$ cat config.mk
export PLATFORM = sky130hd
export DESIGN_NAME = rle_chan_sched
export DESIGN_NICKNAME = d
export VERILOG_FILES = /design/src/rtl/rle_chan_sched.sv
export SDC_FILE = /design/constraint.sdc
export NUM_CORES = 1
export LEC_CHECK = 0
export ABC_AREA = 1
export CAP_MARGIN = 20
export CORE_MARGIN = 3
export CORE_UTILIZATION = 37
export CTS_CLUSTER_DIAMETER = 60
export DETAILED_ROUTE_END_ITERATION = 12
export PLACE_DENSITY = 0.7
export SLEW_MARGIN = 20
export SYNTH_ARGS = -nofsm -noshare
export SYNTH_HDL_FRONTEND = slang
export SYNTH_SLANG_ARGS = --single-unit
$ cat constraint.sdc
create_clock -name clk -period 1.6 [get_ports clk]
set_input_delay 0.24 -clock clk [delete_from_list [all_inputs] [get_ports clk]]
set_output_delay 0.24 -clock clk [all_outputs]
set_load 0.03 [all_outputs]
$ cat src/rtl/rle_chan_sched.sv
// rle_chan_sched: round-robin scheduler that shares one RLE encoder among NCH
// byte-stream channel FIFOs. A channel holds the encoder for a whole stream;
// its FIFO is muxed onto the encoder input, the end-of-stream flush is
// sequenced here, and every encoded word leaves tagged with the channel ID.
module rle_chan_sched #(
    parameter int NCH     = 4,
    parameter int CW      = 2,
    parameter int TIMEOUT = 255
) (
    input  logic                clk,
    input  logic                rst,
    input  logic [NCH-1:0]      ch_recv_ready,
    input  logic [NCH-1:0]      ch_eos,
    input  logic [8*NCH-1:0]    ch_data,
    output logic [NCH-1:0]      ch_rd_req,
    input  logic                enc_rd_req,
    input  logic                enc_wr_req,
    input  logic [23:0]         enc_out_data,
    output logic                enc_recv_ready,
    output logic                enc_send_ready,
    output logic [7:0]          enc_in_data,
    output logic                enc_eos,
    input  logic                out_send_ready,
    output logic                out_wr_req,
    output logic [24+CW-1:0]    out_data,
    output logic [CW-1:0]       grant_id,
    output logic                busy
);

    localparam logic [2:0] S_IDLE    = 3'd0;
    localparam logic [2:0] S_ARB     = 3'd1;
    localparam logic [2:0] S_GRANT   = 3'd2;
    localparam logic [2:0] S_DRAIN   = 3'd3;
    localparam logic [2:0] S_RELEASE = 3'd4;

    localparam logic [15:0]   CNT_MAX   = 16'hFFFF;
    localparam logic [15:0]   TO_VAL    = 16'(TIMEOUT);
    localparam logic          TO_EN     = (TIMEOUT != 0);
    localparam logic [CW-1:0] LAST_INIT = CW'(NCH - 1);

    logic [2:0]    state_q, state_d;
    logic [CW-1:0] grant_q, grant_d;
    logic [CW-1:0] last_q, last_d;
    logic [15:0]   starve_q, starve_d;
    logic [15:0]   bytes_q, bytes_d;
    logic          armed_q, armed_d;
    logic          rel_q, rel_d;

    logic [NCH-1:0][7:0] ch_bytes;
    logic                in_grant;
    logic                g_ready;
    logic                g_eos;
    logic                rd_fire;
    logic                starving;
    logic                timeout_hit;
    logic                flush_ok;
    logic                arb_hit;
    logic [CW-1:0]       arb_id;
    logic [CW-1:0]       arb_cand;

    assign ch_bytes = ch_data;

    // Granted-channel views used by both the datapath and the FSM.
    assign in_grant    = (state_q == S_GRANT);
    assign g_ready     = ch_recv_ready[grant_q];
    assign g_eos       = ch_eos[grant_q];
    // One read per encoder request: rd_armed blocks a second strobe while
    // enc_rd_req is still high in the cycle after the read.
    assign rd_fire     = in_grant & enc_rd_req & g_ready & armed_q;
    // Encoder is waiting in REQUEST_INPUT with nothing to give it.
    assign starving    = enc_rd_req & ~g_ready;
    assign timeout_hit = TO_EN & (starve_q == TO_VAL);
    // Flushing is only legal with the encoder idle in REQUEST_INPUT and a
    // non-zero run behind it, otherwise the encoder would emit a zero count.
    assign flush_ok    = starving & (bytes_q != 16'd0) & (g_eos | timeout_hit);

    // Combinational datapath: no added latency between FIFO, encoder and output.
    assign enc_in_data    = ch_bytes[grant_q];
    assign out_data       = {grant_q, enc_out_data};
    assign busy           = (state_q != S_IDLE);
    assign out_wr_req     = enc_wr_req & busy;
    assign enc_send_ready = out_send_ready & busy;
    assign enc_recv_ready = in_grant & g_ready;
    assign enc_eos        = (state_q == S_DRAIN) | (state_q == S_RELEASE);
    assign grant_id       = grant_q;

    // Read strobe goes only to the granted channel.
    always_comb begin
        ch_rd_req = '0;
        if (rd_fire) begin
            ch_rd_req[grant_q] = 1'b1;
        end
    end

    // Round-robin pick: first ready channel after last_grant, wrapping mod NCH.
    // Scanning from the far end lets the nearest candidate overwrite the rest.
    always_comb begin
        arb_hit  = 1'b0;
        arb_id   = last_q;
        arb_cand = last_q;
        for (int k = NCH; k >= 1; k--) begin
            arb_cand = CW'((int'(last_q) + k) % NCH);
            if (ch_recv_ready[arb_cand]) begin
                arb_hit = 1'b1;
                arb_id  = arb_cand;
            end
        end
    end

    // Next-state logic: FSM, grant bookkeeping, read arming and counters.
    always_comb begin
        state_d  = state_q;
        grant_d  = grant_q;
        last_d   = last_q;
        starve_d = starve_q;
        bytes_d  = bytes_q;
        armed_d  = armed_q;
        rel_d    = rel_q;

        if (rd_fire) begin
            armed_d = 1'b0;
        end else if (!enc_rd_req) begin
            armed_d = 1'b1;
        end

        case (state_q)
            S_IDLE: begin
                if (|ch_recv_ready) begin
                    state_d = S_ARB;
                end
            end
            S_ARB: begin
                bytes_d  = 16'd0;
                starve_d = 16'd0;
                if (arb_hit) begin
                    grant_d = arb_id;
                    state_d = S_GRANT;
                end else begin
                    // Requester withdrew before the pick; nothing to grant.
                    state_d = S_IDLE;
                end
            end
            S_GRANT: begin
                if (rd_fire) begin
                    starve_d = 16'd0;
                    if (bytes_q != CNT_MAX) begin
                        bytes_d = bytes_q + 16'd1;
                    end
                end else if (starving && starve_q != CNT_MAX) begin
                    starve_d = starve_q + 16'd1;
                end
                if (flush_ok) begin
                    state_d = S_DRAIN;
                end
            end
            S_DRAIN: begin
                // The first write seen here is the encoder's final flush word.
                if (out_wr_req) begin
                    rel_d   = 1'b0;
                    state_d = S_RELEASE;
                end
            end
            S_RELEASE: begin
                // Two cycles of eos walk the encoder through RESET_COUNT -> INIT.
                if (rel_q) begin
                    last_d  = grant_q;
                    state_d = S_IDLE;
                end else begin
                    rel_d = 1'b1;
                end
            end
            default: begin
                state_d = S_IDLE;
            end
        endcase
    end

    // State registers with synchronous active-low reset.
    always_ff @(posedge clk) begin
        if (!rst) begin
            state_q  <= S_IDLE;
            grant_q  <= '0;
            last_q   <= LAST_INIT;
            starve_q <= 16'd0;
            bytes_q  <= 16'd0;
            armed_q  <= 1'b1;
            rel_q    <= 1'b0;
        end else begin
            state_q  <= state_d;
            grant_q  <= grant_d;
            last_q   <= last_d;
            starve_q <= starve_d;
            bytes_q  <= bytes_d;
            armed_q  <= armed_d;
            rel_q    <= rel_d;
        end
    end

endmodule

# --- After elaboration in Yosys (flattened, before gate mapping) ---
# Cells that the tools add are included.
# W data, S select, Z words.
classes:
  eq_ne: 15
  order_cmp: 6
  mux: 41
  addsub: 6
  reduce_logical: 14
  bitwise_logic: 12
ops:
  columns: ["cell", "count"]
  rows:
  - ["$mux W16", 4]
  - ["$pmux W16 S2", 2]
  - ["$add A16 B1 Y16 const B", 2]
  - ["$ne A16 B16 Y1 const B", 2]
  - ["$bmux W8 S2", 1]
  - ["$eq A16 B8 Y1 const B", 1]
  - ["$reduce_bool A16 Y1", 1]
  - ["$lt A2 B3 Y1 const B", 5]
  - ["$pmux W3 S5", 1]
  - ["$mux W1", 14]
  - ["$bmux W1 S2", 6]
  - ["$mux W3", 4]
  - ["$mux W2", 5]
  - ["$and A1 B1 Y1", 9]
  - ["$mux W8", 1]
  - ["$ne A2 B1 Y1 const B", 4]
  - ["$reduce_and A2 Y1", 4]
  - ["$eq A3 B2 Y1 const B", 2]
  - ["$ne A2 B2 Y1 const B", 3]
  - ["$add A2 B1 Y2 const B", 2]
  - ["$add A2 B2 Y2 const B", 2]
  - ["$mux W4", 1]
  - ["$reduce_and A4 Y1", 1]
  - ["$reduce_bool A2 Y1", 2]
  - ["13 further kinds", 15]
word_totals:
  regBits: 41
  inputBits: 69
  elab_cells: 101

# --- Longest topological paths before layout ---
# Gate-level depths: netlist of the first run.
logic_depth:
  ltp_word: 9
  depth_mapped: 13

# --- Worst setup path after synthesis of the first run ---
# No wires, ideal clock.
synth_timing:
  path_type: "register -> output"
  startpoint: "register grant_q[0], in the netlist grant_id[0]"
  endpoint: "output ch_rd_req[0]"
  arrival_ns: 1.975
  setup_slack_ns: -0.615
  path_stages_with_launch: 8
  cell_sequence: "dfxtp_1 buf_2 nand2_1 nand2_1 nand2_1 nand2_2 nand3_1 nor3_1"
synth_via:
  elab_chain_len: 5
  word_cells_on_any_way: 10
  classes_between: "2 x order compare; 5 x mux; 2 x bitwise; 1 x reduce/logical"
synth_lines:
  columns: ["item", "line_no", "source"]
  rows:
  - ["start: declaration", "42", "logic [CW-1:0] grant_q, grant_d;"]
  - ["start signal: assignment", "190", "grant_q <= grant_d;"]
  - ["$lt A2 B3 Y1 (implied by the code) (tied with other cells)", "91", "ch_rd_req[grant_q] = 1'b1;"]
  - ["$logic_and A1 B1 Y1 (implied by the code) / $mux W1 (equally long branches)", "91, 65", null]
  - ["$mux W1 (implied by the code) / $and A1 B1 Y1 (equally long branches)", "91, 69", null]
  - ["$demux W1 S2 / $and A1 B1 Y1 (equally long branches)", "91, 69", null]
  - ["$mux W4 *", "90", "if (rd_fire) begin"]
  - ["end: declaration", "15", "output logic [NCH-1:0] ch_rd_req,"]
# Mark *: on every way between the ends. The rest lies on a longest branch, timed or not. The select of a mux whose other input is x is not followed.

# --- Worst setup path in the final report of the first run ---
layout_timing:
  startpoint: "input ch_recv_ready[0]"
  endpoint: "output ch_rd_req[0]"
layout_via:
  elab_chain_len: 5
layout_lines:
  columns: ["item", "line_no", "source"]
  rows:
  - ["start: declaration", "12", "input logic [NCH-1:0] ch_recv_ready,"]
  - ["$bmux W1 S2", "65", "assign g_ready = ch_recv_ready[grant_q];"]
  - ["$mux W1 (implied by the code)", "65", null]
  - ["$and A1 B1 Y1 (2 in series)", "69", "assign rd_fire = in_grant & enc_rd_req & g_ready & armed_q;"]
  - ["$mux W4", "90", null]
# No other way between the ends. The select of a mux whose other input is x is not followed.

==> flow_summary.toml, run 1 <==
[yosys]
synth-simple-area-share_pct = 46.92
yosysTopAreaCell = "dfxtp_1"
syn_inst = 597
ys_ff_latch = 41
synth.top_cells.by_count = "nand2_1, nor2_1, nand3_1"
syn_nets = 669
synthAdderAreaFrac_pct = 1.100
synth_area_sq_um = 3413
synth-edff-count = 0
synth_top_area_share_pct = 24.05
synth-xor-area-share_pct = 2.309
ys_warn_count = 0
async_reset_ff_share_pct = 0
synth_top_family_by_area = "simple AND/OR/NAND/NOR gates"
synthTopCellsByArea = "dfxtp_1, nand2_1, nand3_1"
synth-compound-area-share_pct = 9.934
seq_area_frac_synth_pct = 24.05
post_synth.cell_area_avg_sq_um = 5.717
yosysMostFrequentCell = "nand2_1"
ys_types = 32
synth_mux_area_share_pct = 0
synthFlopType = "dfxtp_1"

[status]
violations = "negative setup slack"
status = "finished, violations left"

[power_and_ir_drop]
power.density_nw_per_um2 = 836.6
vdd_drop_max_uv = 616.1
leakagePower_nw = 2.209

[detailed_routing]
avgRoutedWirePerCell_um = 14.12
via_per_inst = 5.154
wl_met3_um = 786
drt_iter0_markers = 265
wirelength_mm = 11.56
vias = 4221
drc = 0
wl_met2_mm = 5.924
ant_nets = 0
wl_met1_mm = 4.621
first_pass_iters = 5
top_layer_used = "met4"

[place]
gp_congestion = 0.9112
numPortBuffers = 65
dp.cells = 793
dp_hpwl_mm = 7.866

[floorplanning]
die_x_um = 102.0
ios = 114
dieArea_sq_um = 10410
start_util_pct = 38.57
core-area_sq_um = 8848
fp.dieH_um = 102.0
row_count = 34

[sta]
finalHoldViolCount = 0
max-slew-margin-rel_pct = 48.15
fin_skew_ns = 0.008356
setup_ws_ns = -0.2132
finalCriticalPeriod_ns = 1.813
period_share_pct = 113.3
tightest_slew_ns = 0.7769
setup_viol = 45
fmax_ghz = 0.5515
rsz0062_at_grt = "true"
slew_viol_final = 0

[grt]
grt_pass1_vias = 4240
grt_overflow = 0
grt_max_degree = 22
grt_pass1_wl_mm = 18.83
antenna_found_initial = 0
grt_usage_pct = 22.03

[setup_path]
cp.required_ns = 1.36
end_kind = "primary output"
critPathMaxFanout = 5
critPathKind = "primary input to primary output"
startpoint = "ch_recv_ready[0]"
r2r-start = "grant_id[0]$_SDFFE_PN0P_"
reg2reg_depth = 11
start_kind = "primary input"
critPathArrivalTime_ns = 1.57

[layout]
fill_cells = 777
nets = 782
multi_input_area_sq_um = 2466
fin_cells = 819
drive_gt1_share_pct = 29.25
seqCellArea_sq_um = 838.3
area_growth_pct = 52.57
antennaDiodeCount = 0
post-route-util_pct = 58.85

[clock_network]
ctsHoldBuffers = 0
numCtsBuffers = 5
clkSinkCount = 41
clkLatencyLatePin_ns = 0.30
cts_tree = "yes"
htreeDepth = 2
cts_root_buffer = "clkbuf_8"
clockBufferDepth = 2

[hold_path]
hold_depth = 0
worstHoldStart = "enc_out_data[17]"
hp-class = "primary input to primary output"

[job]
maxCapViolations = 0
[cell usage in the layout (no fill, tap or decap), types with 7 or more instances in the layout]
| cell type | instances |
|---|---|
| a22oi_2 | 8 |
| nand4_1 | 7 |
| nand3_1 | 63 |
| xor2_1 | 8 |
| buf_6 | 28 |
| nor2_2 | 7 |
| dfxtp_2 | 8 |
| nor2_4 | 10 |
| dfxtp_1 | 31 |
| clkdlybuf4s50_1 | 42 |
| o21ai_0 | 14 |
| nand3_2 | 9 |
| nand2_1 | 159 |
| a21oi_1 | 25 |
| inv_1 | 59 |
| nand2_2 | 23 |
| nor2_1 | 75 |
| nor3_1 | 7 |
| buf_4 | 63 |
[worst paths after layout]
check,end,slack (ns)
max reg2reg,starve_q[8]$_SDFFE_PN0P_,-0.17
max,ch_rd_req[0],-0.21
min reg2reg,rel_q$_SDFFE_PN0P_,0.48
min,out_data[17],0.48
[critical path: stages]
cell             delay, ns
clkdlybuf4s50_1       0.53
nand2_2               0.08
nand2_2               0.09
nand2_4               0.06
nand2_4               0.07
nand3_4               0.13
nor3_4                0.20
buf_6                 0.15
[what timing repair did]
item / CTS / global route
buffers inserted: 12 / 2
gates resized for setup: 96 / 47
gates cloned: 4 / 0
pin swaps: 26 / 16
setup endpoints to repair: 48 / 51
[final cells by class]
type / count / share of cell area [%]
clock buffers: 5 / 1.321
clock inverters: 3 / 0.8890
inverters: 67 / 4.998
multi-input cells: 449 / 47.36
flip-flops and latches: 41 / 16.10
well taps: 108 / 2.595
repair buffers: 146 / 26.74
[per-stage QoR]
step           setup TNS, ns  area, sq um  setup WS (ns)  hold WS, ns  power [mW]
4_1_cts               -1.690         5031        -0.1510       0.4700       4.163
3_3_place_gp          -6.520         4444        -0.2028       0.4455       2.809
3_5_place_dp          -8.810         4444        -0.2629       0.4498       2.841
2_1_floorplan      -0.006508         3491      -0.006508       0.3868       2.325
5_1_grt               -7.233         5207        -0.2722       0.4800       4.581
6_report              -4.050         5207        -0.2132       0.4800       4.357
[sequential cells by signal, summed over array words and instances, names as in the netlist]
register / cells
bytes_q: 16
starve_q: 16
state_q: 3
grant_id: 2
last_q: 2
armed_q: 1
rel_q: 1
[power by group]
group	switching (mW)	total (mW)	internal [mW]
combinational	1.30	2.28	0.989
clock	0.422	0.890	0.468
sequential	0.0847	1.18	1.10
[logic make-up (layout without fill, tap and decap cells)]
| group | Yosys count | after routing |
|---|---|---|
| buf+inv | 110 | 221 |
| xor+xnor | 9 | 9 |
| fa+ha+maj | 3 | 3 |
| simple gates | 377 | 380 |
| compound gates | 57 | 57 |
| flops | 41 | 41 |
[layer usage]
| layer | track usage, % | vias to the layer above |
|---|---|---|
| li1 | - | 2097 |
| met1 | 25.70 | 1941 |
| met2 | 40.43 | 158 |
| met3 | 3.959 | 25 |
| met4 | 7.265 | 0 |
| met5 | 0 | - |
Power figures use the tool's default switching activity.
==> run 2, diff against run 1 <==
--- a/config.mk
+++ b/config.mk
@@ -7,11 +7,12 @@
 export LEC_CHECK = 0
 export ABC_AREA = 1
 export CAP_MARGIN = 20
-export CORE_MARGIN = 3
-export CORE_UTILIZATION = 37
+export CELL_PAD_IN_SITES_DETAIL_PLACEMENT = 0
+export CELL_PAD_IN_SITES_GLOBAL_PLACEMENT = 1
+export CORE_UTILIZATION = 28
 export CTS_CLUSTER_DIAMETER = 60
 export DETAILED_ROUTE_END_ITERATION = 12
-export PLACE_DENSITY = 0.7
+export PLACE_DENSITY_LB_ADDON = 0.1
 export SLEW_MARGIN = 20
 export SYNTH_ARGS = -nofsm -noshare
 export SYNTH_HDL_FRONTEND = slang
==> flow_summary.toml, run 2 (same netlist as run 1, synthesis figures left out) <==
[status]
status = "finished, violations left"
violations = "negative setup slack"

[grt]
grt_max_degree = 22
antenna_found_initial = 0
grt_pass1_vias = 3966
grt_pass1_wl_mm = 18.69
grt_overflow = 0
grt_usage_pct = 18.58

[place]
dp_hpwl_mm = 8.447
gp_congestion = 0.8118
dp.cells = 845
numPortBuffers = 65

[clock_network]
clockBufferDepth = 2
cts.clk_slew.worst_paths_ns = 0.07
cts_tree = "yes"
ctsHoldBuffers = 0
cts_root_buffer = "clkbuf_16"
clkLatencyLatePin_ns = 0.30
htreeDepth = 2
clkSinkCount = 41
numCtsBuffers = 5

[setup_path]
cpLargestDelayFamily = "buffers and inverters"
end_kind = "flip-flop"
critPathArrivalTime_ns = 1.87
cp.required_ns = 1.74
critPathMaxFanout = 6
path_cells = "buf_12 > nor2_4 > nand2_1 > nand2_2 > nor2_4 > o21bai_4 > buf_12 > nand2_8 > buf_6 > nand3_2 > a21oi_1"
critPathKind = "flip-flop to flip-flop"
startpoint = "grant_id[1]$_SDFFE_PN0P_"
cp_num_buf_inv = 3
r2r-start = "grant_id[1]$_SDFFE_PN0P_"
critPathMaxStageDelay_ns = 0.38
slowest_stage = "dfxtp_4"
start_kind = "flip-flop"

[detailed_routing]
wirelength_mm = 11.95
drc = 0
first_pass_iters = 4
avgRoutedWirePerCell_um = 13.74
vias = 4131
drt_iter0_markers = 148
ant_nets = 0
via_per_inst = 4.748

[sta]
fin_skew_ns = 0.007172
max-slew-margin-rel_pct = 35.64
period_share_pct = 108.1
finalCriticalPeriod_ns = 1.730
slew_viol_final = 0
setup_ws_ns = -0.1298
rsz0062_at_grt = "true"
setup_viol = 38
tightest_slew_ns = 0.9644
finalHoldViolCount = 0
fmax_ghz = 0.5781
whs_ns = 0.4520

[floorplanning]
dieArea_sq_um = 12640
die_x_um = 112.4
row_count = 39
start_util_pct = 29.27
fp.dieH_um = 112.4
ios = 114
core-area_sq_um = 11660

[hold_path]
hp-class = "flip-flop to flip-flop"
worstHoldStart = "armed_q$_SDFFE_PN1P_"

[power_and_ir_drop]
finalPower_mw = 4.783
leakagePower_nw = 2.445
vdd_drop_max_uv = 426.9
power.density_nw_per_um2 = 840.4

[layout]
final_common_cell = "nand2_1"
most-common-layout-cells = "nand2_1, buf_4, nor2_1"
antennaDiodeCount = 0
multi_input_area_sq_um = 2648
seqCellArea_sq_um = 842.1
fill_cells = 1208
drive_gt1_share_pct = 35.08
post-route-util_pct = 48.80
area_growth_pct = 66.75
top_regs = "bytes_q: 16 flops, starve_q: 16 flops, state_q: 3 flops"
nets = 799
fin_cells = 870

[job]
maxCapViolations = 0
## run 2: worst min-delay path, delay by kind of cell (launching register included)
family,cells,cell delay [ns]
DFF,1,0.32
AOI/OAI and AO/OA,1,0.06
and+or+nand+nor,1,0.04
## run 2: through the flow
step | worst slack [ns] | TNS, ns | area (sq um)
detailed placement | -0.3100 | -9.079 | 4628
floorplan | -0.006508 | -0.006508 | 3491
global placement | -0.2742 | -8.563 | 4628
finish | -0.1298 | -2.444 | 5692
CTS | -0.1284 | -1.382 | 5114
global route | -0.1974 | -5.348 | 5692
## run 2: routing by layer
metal	vias up	part of all wire (%)	track usage, %
li1	2141	-	-
met2	107	50	33.91
met3	15	4.7	3.348
met5	-	0	0
met4	0	1.7	5.956
met1	1868	43	21.94
## run 2: where the power goes
group,internal [mW],leakage [nW],switching [mW]
clock,0.663,0.0778,0.465
combinational,1.09,2.03,1.37
sequential,1.10,0.338,0.0907
total,2.86,2.45,1.93
## run 2: final cells by class
class | count | share of cell area (%)
clock buffer | 6 | 2.638
clock inverter | 1 | 0.08793
inverter | 67 | 4.463
multi-input combinational | 448 | 46.52
sequential | 41 | 14.79
tap | 143 | 3.144
timing repair buffer | 164 | 28.36
## run 2: path summary, 6_finish.rpt
path	end	slack [ns]	cells past startpoint
max	starve_q[5]$_SDFFE_PN0P_	-0.13	11
min	armed_q$_SDFFE_PN1P_	0.45	2
max reg2reg	starve_q[5]$_SDFFE_PN0P_	-0.13	11
min reg2reg	armed_q$_SDFFE_PN1P_	0.45	2
## run 2: timing repair
action | 4_1_cts | 5_1_grt
gates cloned | 0 | 6
setup buffers | 6 | 7
pin swaps | 17 | 30
resized for setup | 80 | 108
setup endpoints to repair | 50 | 49
==> run 3, diff against run 2 <==
--- a/config.mk
+++ b/config.mk
@@ -9,11 +9,12 @@
 export CAP_MARGIN = 20
 export CELL_PAD_IN_SITES_DETAIL_PLACEMENT = 0
 export CELL_PAD_IN_SITES_GLOBAL_PLACEMENT = 1
+export CORE_ASPECT_RATIO = 1.5
 export CORE_UTILIZATION = 28
 export CTS_CLUSTER_DIAMETER = 60
 export DETAILED_ROUTE_END_ITERATION = 12
-export PLACE_DENSITY_LB_ADDON = 0.1
-export SLEW_MARGIN = 20
+export PLACE_DENSITY = 0.76
+export SLEW_MARGIN = 25
 export SYNTH_ARGS = -nofsm -noshare
 export SYNTH_HDL_FRONTEND = slang
 export SYNTH_SLANG_ARGS = --single-unit
==> flow_summary.toml, run 3 (same netlist as run 1, synthesis figures left out) <==
[layout]
top_regs = "bytes_q: 16 flops, starve_q: 16 flops, state_q: 3 flops"
fin_cells = 874
antennaDiodeCount = 0
final_common_cell = "nand2_1"
area_growth_pct = 61.44
fin_area_sq_um = 5510
drive_gt1_share_pct = 32.45
nets = 792
most-common-layout-cells = "nand2_1, nor2_1, buf_4"

[floorplanning]
ios = 114
dieArea_sq_um = 12640
fp.dieH_um = 137.2
core-area_sq_um = 11960
row_count = 49
die_x_um = 92.15
start_util_pct = 28.55

[sta]
fin_skew_ns = 0.009126
setup_ws_ns = -0.1327
max-slew-margin-rel_pct = 43.79
finalHoldViolCount = 0
rsz0062_at_grt = "true"
fmax_ghz = 0.5771
tightest_slew_ns = 0.8422
slew_viol_final = 0
period_share_pct = 108.3
finalCriticalPeriod_ns = 1.733
setup_viol = 39

[clock_network]
cts_tree = "yes"
cts_root_buffer = "clkbuf_16"
clkLatencyLatePin_ns = 0.29
numCtsBuffers = 5
clockBufferDepth = 2
clkSinkCount = 41
htreeDepth = 2
cts.clk_slew.worst_paths_ns = 0.06

[grt]
grt-busiest-layer = "met2"
grt_usage_pct = 18.67
grt_overflow = 0
grtUsageMet3_pct = 2.759
grt_max_degree = 22
grt_pass1_wl_mm = 18.70
use_met1_pct = 17.58
antenna_found_initial = 0
met2_usage_pct = 36.73
grt_pass1_vias = 4215

[hold_path]
hp-class = "flip-flop to flip-flop"
worstHoldStart = "rel_q$_SDFFE_PN0P_"

[detailed_routing]
via_per_inst = 4.747
wirelength_mm = 11.49
avgRoutedWirePerCell_um = 13.15
drc = 0
first_pass_iters = 4
drt_iter0_markers = 92
vias = 4149
ant_nets = 0

[setup_path]
critPathKind = "flip-flop to primary output"
r2r-start = "state_q[2]$_SDFFE_PN0P_"
cp.required_ns = 1.36
start_kind = "flip-flop"
critPathMaxFanout = 6
end_kind = "primary output"
critPathArrivalTime_ns = 1.49
startpoint = "grant_id[0]$_SDFFE_PN0P_"

[power_and_ir_drop]
leakagePower_nw = 2.362
vdd_drop_max_uv = 495.9
power.density_nw_per_um2 = 860.7

[place]
gp_congestion = 0.8604
dp_hpwl_mm = 8.341
place_area_sq_um = 4531
dp.cells = 842
place_ws_ns = -0.2713
numPortBuffers = 65

[job]
maxCapViolations = 0

[status]
status = "finished, violations left"
violations = "negative setup slack"
[run 3: what timing repair did]
| item | in CTS | in global routing |
|---|---|---|
| cloned | 4 | 1 |
| pin swaps | 30 | 31 |
| gates resized for setup | 112 | 68 |
| hold buffers | 0 | 0 |
| buffers inserted | 20 | 1 |
| setup endpoints to repair | 48 | 48 |
[run 3: where the power goes]
part	switching (mW)	internal (mW)	total (mW)
logic	1.29	1.06	2.35
clock network	0.429	0.781	1.21
registers	0.0860	1.10	1.19
total	1.80	2.94	4.74
[run 3: area by class of cell]
class	count	area (sq um)
flip-flops and latches	41	843.3
well taps	153	191.4
clock inverters	1	30.03
multi-input cells	447	2551
repair buffers	158	1490
fillers	1171	6445
clock buffers	7	142.6
inverters	67	261.5
[run 3: layer usage]
metal | wire length, um | part of all wire, % | vias up
li1 | - | - | 2120
met1 | 4019 | 35 | 1858
met2 | 6276 | 55 | 117
met3 | 472 | 4.1 | 54
met4 | 723 | 6.3 | 0
met5 | 0 | 0 | -
[run 3: critical path, cell delays in order (launching register included)]
cell and delay [ns]:
dfxtp_4 0.38, inv_6 0.09, nand2_2 0.05, nand2_2 0.07, nand2_4 0.07, nand2_4 0.08
nand3_4 0.13, nor3_4 0.18, buf_6 0.16
[run 3: path summary, 6_finish.rpt]
check,end,slack (ns),depth (start not counted)
worst min-delay path,rel_q$_SDFFE_PN0P_,0.47,2
worst max register to register,starve_q[0]$_SDFFE_PN0P_,-0.12,10
worst max-delay path,ch_rd_req[1],-0.13,8
worst min register to register,rel_q$_SDFFE_PN0P_,0.47,2
[run 3: metrics by stage]
stage | power, mW | hold slack (ns) | setup TNS (ns) | util (%)
floorplan | 2.325 | 0.3868 | -0.006508 | -
global placement | 2.912 | 0.4415 | -6.901 | 37.90
detailed placement | 2.924 | 0.4484 | -7.969 | 37.90
CTS | 4.631 | 0.4758 | -2.505 | 44.05
global route | 4.993 | 0.4800 | -6.231 | 46.09
finish | 4.743 | 0.4745 | -2.004 | 46.09
==> edit 1, RTL diff (flow settings as in run 3) <==
Change the parameter `CW` from 2 to 4.
--- a/src/rtl/rle_chan_sched.sv
+++ b/src/rtl/rle_chan_sched.sv
@@ -5,5 +5,5 @@
 module rle_chan_sched #(
     parameter int NCH     = 4,
-    parameter int CW      = 2,
+    parameter int CW      = 4,
     parameter int TIMEOUT = 255
 ) (
Ports: changed (resized grant_id and out_data); port bits go from 114 to 118. No check against the original RTL was run, so the function may have changed too.
==> edit 1 against run 3 <==
- the run still ends with negative setup slack left
- synthesized area up 0.55%
- core utilization down 3.4 points
- cell area down 7.5%
- via count down 3.0%
- sequential cell count up 2
- worst setup slack worse by 120 ps
- power up 6.4%
- routed wire length down 6.1%
- count of clock-buffer cells in the layout down 2
- critical endpoint is now ch_rd_req[0]
- largest power group unchanged
==> edit 1: results (changes against run 3) <==
Placed design
  – Inst Count DP: 821 (was 842)
  – Input/output buffers: 69 (was 65)
  – Final GP Congestion: 0.8241 (was 0.8604)
  – Pre-CTS setup slack: -306.7 ps (was -271.3 ps)
  – HPWL Detailed: 7.726 mm (was 8.341 mm)

Global routing
  – Gr usage total: 16.55% (was 18.67%)
  – Grt met1 use: 17.24% (was 17.58%)

Power
  – Leak: 0.002329 uW (was 0.002362 uW)
  – Sw power: 2095 uW (was 1804 uW)
  – Worst VDD drop: 0.0004247 V (was 0.0004959 V)

Status
  – Failing checks: negative setup slack (unchanged)
  – Status: complete, but fails checks (unchanged)

Yosys
  – Distinct cell type count after synthesis: 37 (was 32)
  – Commonest cells post-synth: 179 x nand2_1, 89 x nor2_1, 67 x inv_1, 49 x nand3_1, 43 x dfxtp_1 (was 181 x nand2_1, 88 x nor2_1, 73 x nand3_1, 65 x inv_1, 41 x dfxtp_1)
  – Syn Nets: 661 (was 669)

Critical path
  – Data arrival time of the critical path: 1610 ps (was 1490 ps)
  – Worst Reg-to-Reg Cells: 11 (was 10)

STA
  – Worst setup margin: -249.6 ps (was -132.7 ps)
  – Max-slew headroom: 71.48% (was 43.79%)
  – Worst Clk Skew: 6.417 ps (was 9.126 ps)
  – Total negative setup slack: -5218 ps (was -2004 ps)
  – Number of setup violations in the final report: 44 (was 39)

CTS
  – Post CTS Setup Buffer Count: 7 (was 20)

Die
  – Die Area: 12,710 sq um (was 12,640 sq um)

Route
  – DR vias: 4,025 (was 4,149)
  – Post-Route M1 WL: 4.224 mm (was 4.019 mm)
  – Final wirelength: 10.80 mm (was 11.49 mm)
  – WL met3: 435 um (was 472 um)

Layout
  – Layout cells sized above 1: 24.86% (was 32.45%)
  – Post-route insts no fill: 845 (was 874)
[edit 1: changes by cell type in the layout (fill, tap and decap cells not counted), sizes merged, moves of 5 or more]
cell and delta:
buf -22, nand3 -21, nand2 -10, o21ai -5
nor3 +5, inv +6, nand4 +11, a21oi -12
[edit 1: final cells by class]
| type | instances | area, sq um | share of cell area, % |
|---|---|---|---|
| inverter | 74 | 287.8 | 5.644 |
| timing repair buffer | 139 | 1314 | 25.77 |
| multi-input combinational | 428 | 2280 | 44.71 |
| clock buffer | 5 | 125.1 | 2.454 |
| sequential | 43 | 877.1 | 17.20 |
| clock inverter | 3 | 23.77 | 0.4663 |
| tap | 153 | 191.4 | 3.755 |
[edit 1: path summary, 6_finish.rpt]
kind | start | end | slack [ps]
min | armed_q$_SDFFE_PN1P_ | armed_q$_SDFFE_PN1P_ | 470
max | grant_id[0]$_SDFFE_PN0P_ | ch_rd_req[0] | -250
min reg2reg | armed_q$_SDFFE_PN1P_ | armed_q$_SDFFE_PN1P_ | 470
max reg2reg | grant_id[0]$_SDFFE_PN0P_ | bytes_q[11]$_SDFFE_PN0P_ | -160
[edit 1: kinds of logic (layout without fill, tap and decap cells)]
family                   Yosys count  count (layout)  share of synthesized area, %
AO/OA/AOI/OAI                     49              49                         9.442
XOR/XNOR                           6               6                         1.531
adder cells (fa/ha/maj)            3               3                         1.094
buffers and inverters            121             221                         17.28
flip-flops                        43              43                         25.08
AND/OR/NAND/NOR                  367             370                         45.57
[edit 1: power by group through the flow]
stage | registers (uW) | logic [uW] | clock network [uW]
2_1_floorplan | 1350 | 1540 | 0
3_3_place_gp | 1360 | 2160 | 0
3_5_place_dp | 1370 | 2180 | 0
4_1_cts | 1350 | 2370 | 1100
5_1_grt | 1370 | 2880 | 1130
6_report | 1350 | 2630 | 1060
==> edit 2, RTL diff (settings of run 3) <==
Made on the original files. Reset style: asynchronous (`rst`), changed in one clocked block. Comments in the files are not updated.
--- a/src/rtl/rle_chan_sched.sv
+++ b/src/rtl/rle_chan_sched.sv
@@ -177,5 +177,5 @@
 
     // State registers with synchronous active-low reset.
-    always_ff @(posedge clk) begin
+    always_ff @(posedge clk or negedge rst) begin
         if (!rst) begin
             state_q  <= S_IDLE;
Function: differs if rst is asserted again (counterexample within 4 cycles, from zero or initial values and one cycle with rst low); with rst held inactive, the same outputs for 4 cycles.
==> edit 2 against run 3 <==
- the flow still finishes with violations (negative setup slack)
- clock skew shrank 0.78 ps
- cell area shrank 6.3%
- global-route usage shrank 1.7 points
- sequential cell count is the same
- synthesized area shrank 2.5%
- worst setup slack lost 130 ps
- routed wire length shrank 14%
- count of clock-buffer cells in the layout shrank 2
- critical endpoint is now enc_in_data[2]
Power is not compared: it rests on default switching activity, and its combinational part moved more than twofold at a synthesized area within 25%.
==> edit 2: results (changes against run 3) <==
Global routing
  – Gr usage total: 16.94% (was 18.67%)
  – Largest net degree at the start of global routing: 42 (was 22)
  – First-pass GRT wire length: 16.70 mm (was 18.70 mm)
  – Grt met1 use: 16.71% (was 17.58%)
  – Initial antenna violation count: 0 (unchanged)
  – GRT met2 Usage: 34.85% (was 36.73%)
  – Met3 GRT Util: 2.132% (was 2.759%)

Yosys
  – Ys async rst share: 100.0% (was 0%)
  – Cells after Synth: 505 (was 597)
  – Distinct cell type count after synthesis: 30 (was 32)
  – Top post-synthesis cells by area: dfrtp_1 29%, nand2_1 20%, nand3_1 9.0%, buf_4 6.1%, nor2_1 5.6% (was dfxtp_1 24%, nand2_1 20%, nand3_1 11%, nor2_1 9.7%, inv_1 7.1%)
  – Main flop type after synthesis: dfrtp_1 (was dfxtp_1)
  – Post-synthesis sequential area ratio: 30.93% (was 24.05%)
  – Commonest cells post-synth: 181 x nand2_1, 60 x nand3_1, 50 x nor2_1, 45 x inv_1, 38 x dfrtp_1 (was 181 x nand2_1, 88 x nor2_1, 73 x nand3_1, 65 x inv_1, 41 x dfxtp_1)
  – Syn Nets: 577 (was 669)

Status
  – Status: complete, but fails checks (unchanged)
  – Failing checks: negative setup slack (unchanged)

Route
  – Post-Route M1 WL: 3.659 mm (was 4.019 mm)
  – Final wirelength: 9.916 mm (was 11.49 mm)
  – Metal2 WL: 5.630 mm (was 6.276 mm)
  – DRT antenna net count: 0 (unchanged)
  – WL met3: 388 um (was 472 um)
  – Via/cell ratio: 4.645 (was 4.747)
  – DR vias: 3,660 (was 4,149)
  – 1st-iter DRT viols: 101 (was 92)

Placed design
  – Pre-CTS setup slack: -256.2 ps (was -271.3 ps)
  – Inst Count DP: 753 (was 842)
  – Cell Area, Placed: 4499 sq um (was 4531 sq um)
  – HPWL Detailed: 7.101 mm (was 8.341 mm)
  – Final GP Congestion: 0.8887 (was 0.8604)

CTS
  – Max clock buf depth: 2 (unchanged)
  – CTS root buf: clkbuf_16 (unchanged)

STA
  – Max-slew headroom: 77.00% (was 43.79%)
  – Worst setup margin: -260.6 ps (was -132.7 ps)
  – Number of setup violations in the final report: 47 (was 39)
  – Total negative setup slack: -8296 ps (was -2004 ps)
  – Worst Clk Skew: 8.350 ps (was 9.126 ps)

Layout
  – Largest regs: bytes_q x16, starve_q x16, state_q x3 (unchanged)
  – Nets: 709 (was 792)
  – Layout cells sized above 1: 31.66% (was 32.45%)

Critical path
  – Worst Reg-to-Reg Cells: 12 (was 10)
  – Data arrival time of the critical path: 1620 ps (was 1490 ps)
  – CP Max Fanout: 9 (was 6)

Worst hold path
  – Hold Crit Class: in2async (was reg2reg)

Power
  – Clock Power: 1030 uW
  – Clk pwr share: 13.3%
-- edit 2: final cells by class --
cell class              count  area, sq um
repair inverters            2        16.27
clock inverters             3        22.52
inverters                  51        203.9
clock buffers               5        125.1
well taps                 150        187.7
fillers                  1188         6366
repair buffers            158         1465
flip-flops and latches     41         1032
multi-input cells         378         2112
-- edit 2: worst paths after layout --
| kind | startpoint | endpoint | slack, ps |
|---|---|---|---|
| setup / recovery | grant_id[0]$_DFFE_PN0P_ | enc_in_data[2] | -260 |
| hold / removal | rst | starve_q[7]$_DFFE_PN0P_ | 450 |
| setup reg to reg | grant_id[0]$_DFFE_PN0P_ | starve_q[6]$_DFFE_PN0P_ | -200 |
| hold reg to reg | armed_q$_DFFE_PN1P_ | armed_q$_DFFE_PN1P_ | 480 |
| max in group asynchronous | rst | last_q[1]$_DFFE_PN1P_ | 890 |
| min in group clk | armed_q$_DFFE_PN1P_ | armed_q$_DFFE_PN1P_ | 480 |
-- edit 2: worst max-delay path: stages (launching register included) --
cell and delay [ps]:
dfrtp_2 470, buf_4 170, buf_12 120, nor2_8 110
buf_8 150, a22oi_2 90, nand3_2 70, buf_6 130
-- edit 2: repair_timing --
action | in CTS | in global routing
hold endpoints to repair | 38 | 0
setup buffers | 18 | 6
hold buffers | 1 | 0
gates resized for setup | 62 | 18
cloned | 4 | 0
endpoints found under the setup margin | 51 | 48
pin swaps | 15 | 3
-- edit 2: cells by family (layout without fill, tap and decap cells) --
kind of cell	Yosys count	count (layout)	share of synthesized area [%]
AND/OR/NAND/NOR	324	325	42.39
adder cells (fa/ha/maj)	3	3	1.128
XOR/XNOR	24	24	6.313
flip-flops	41	41	30.93
buffers and inverters	87	219	13.75
AO/OA/AOI/OAI	26	26	5.487
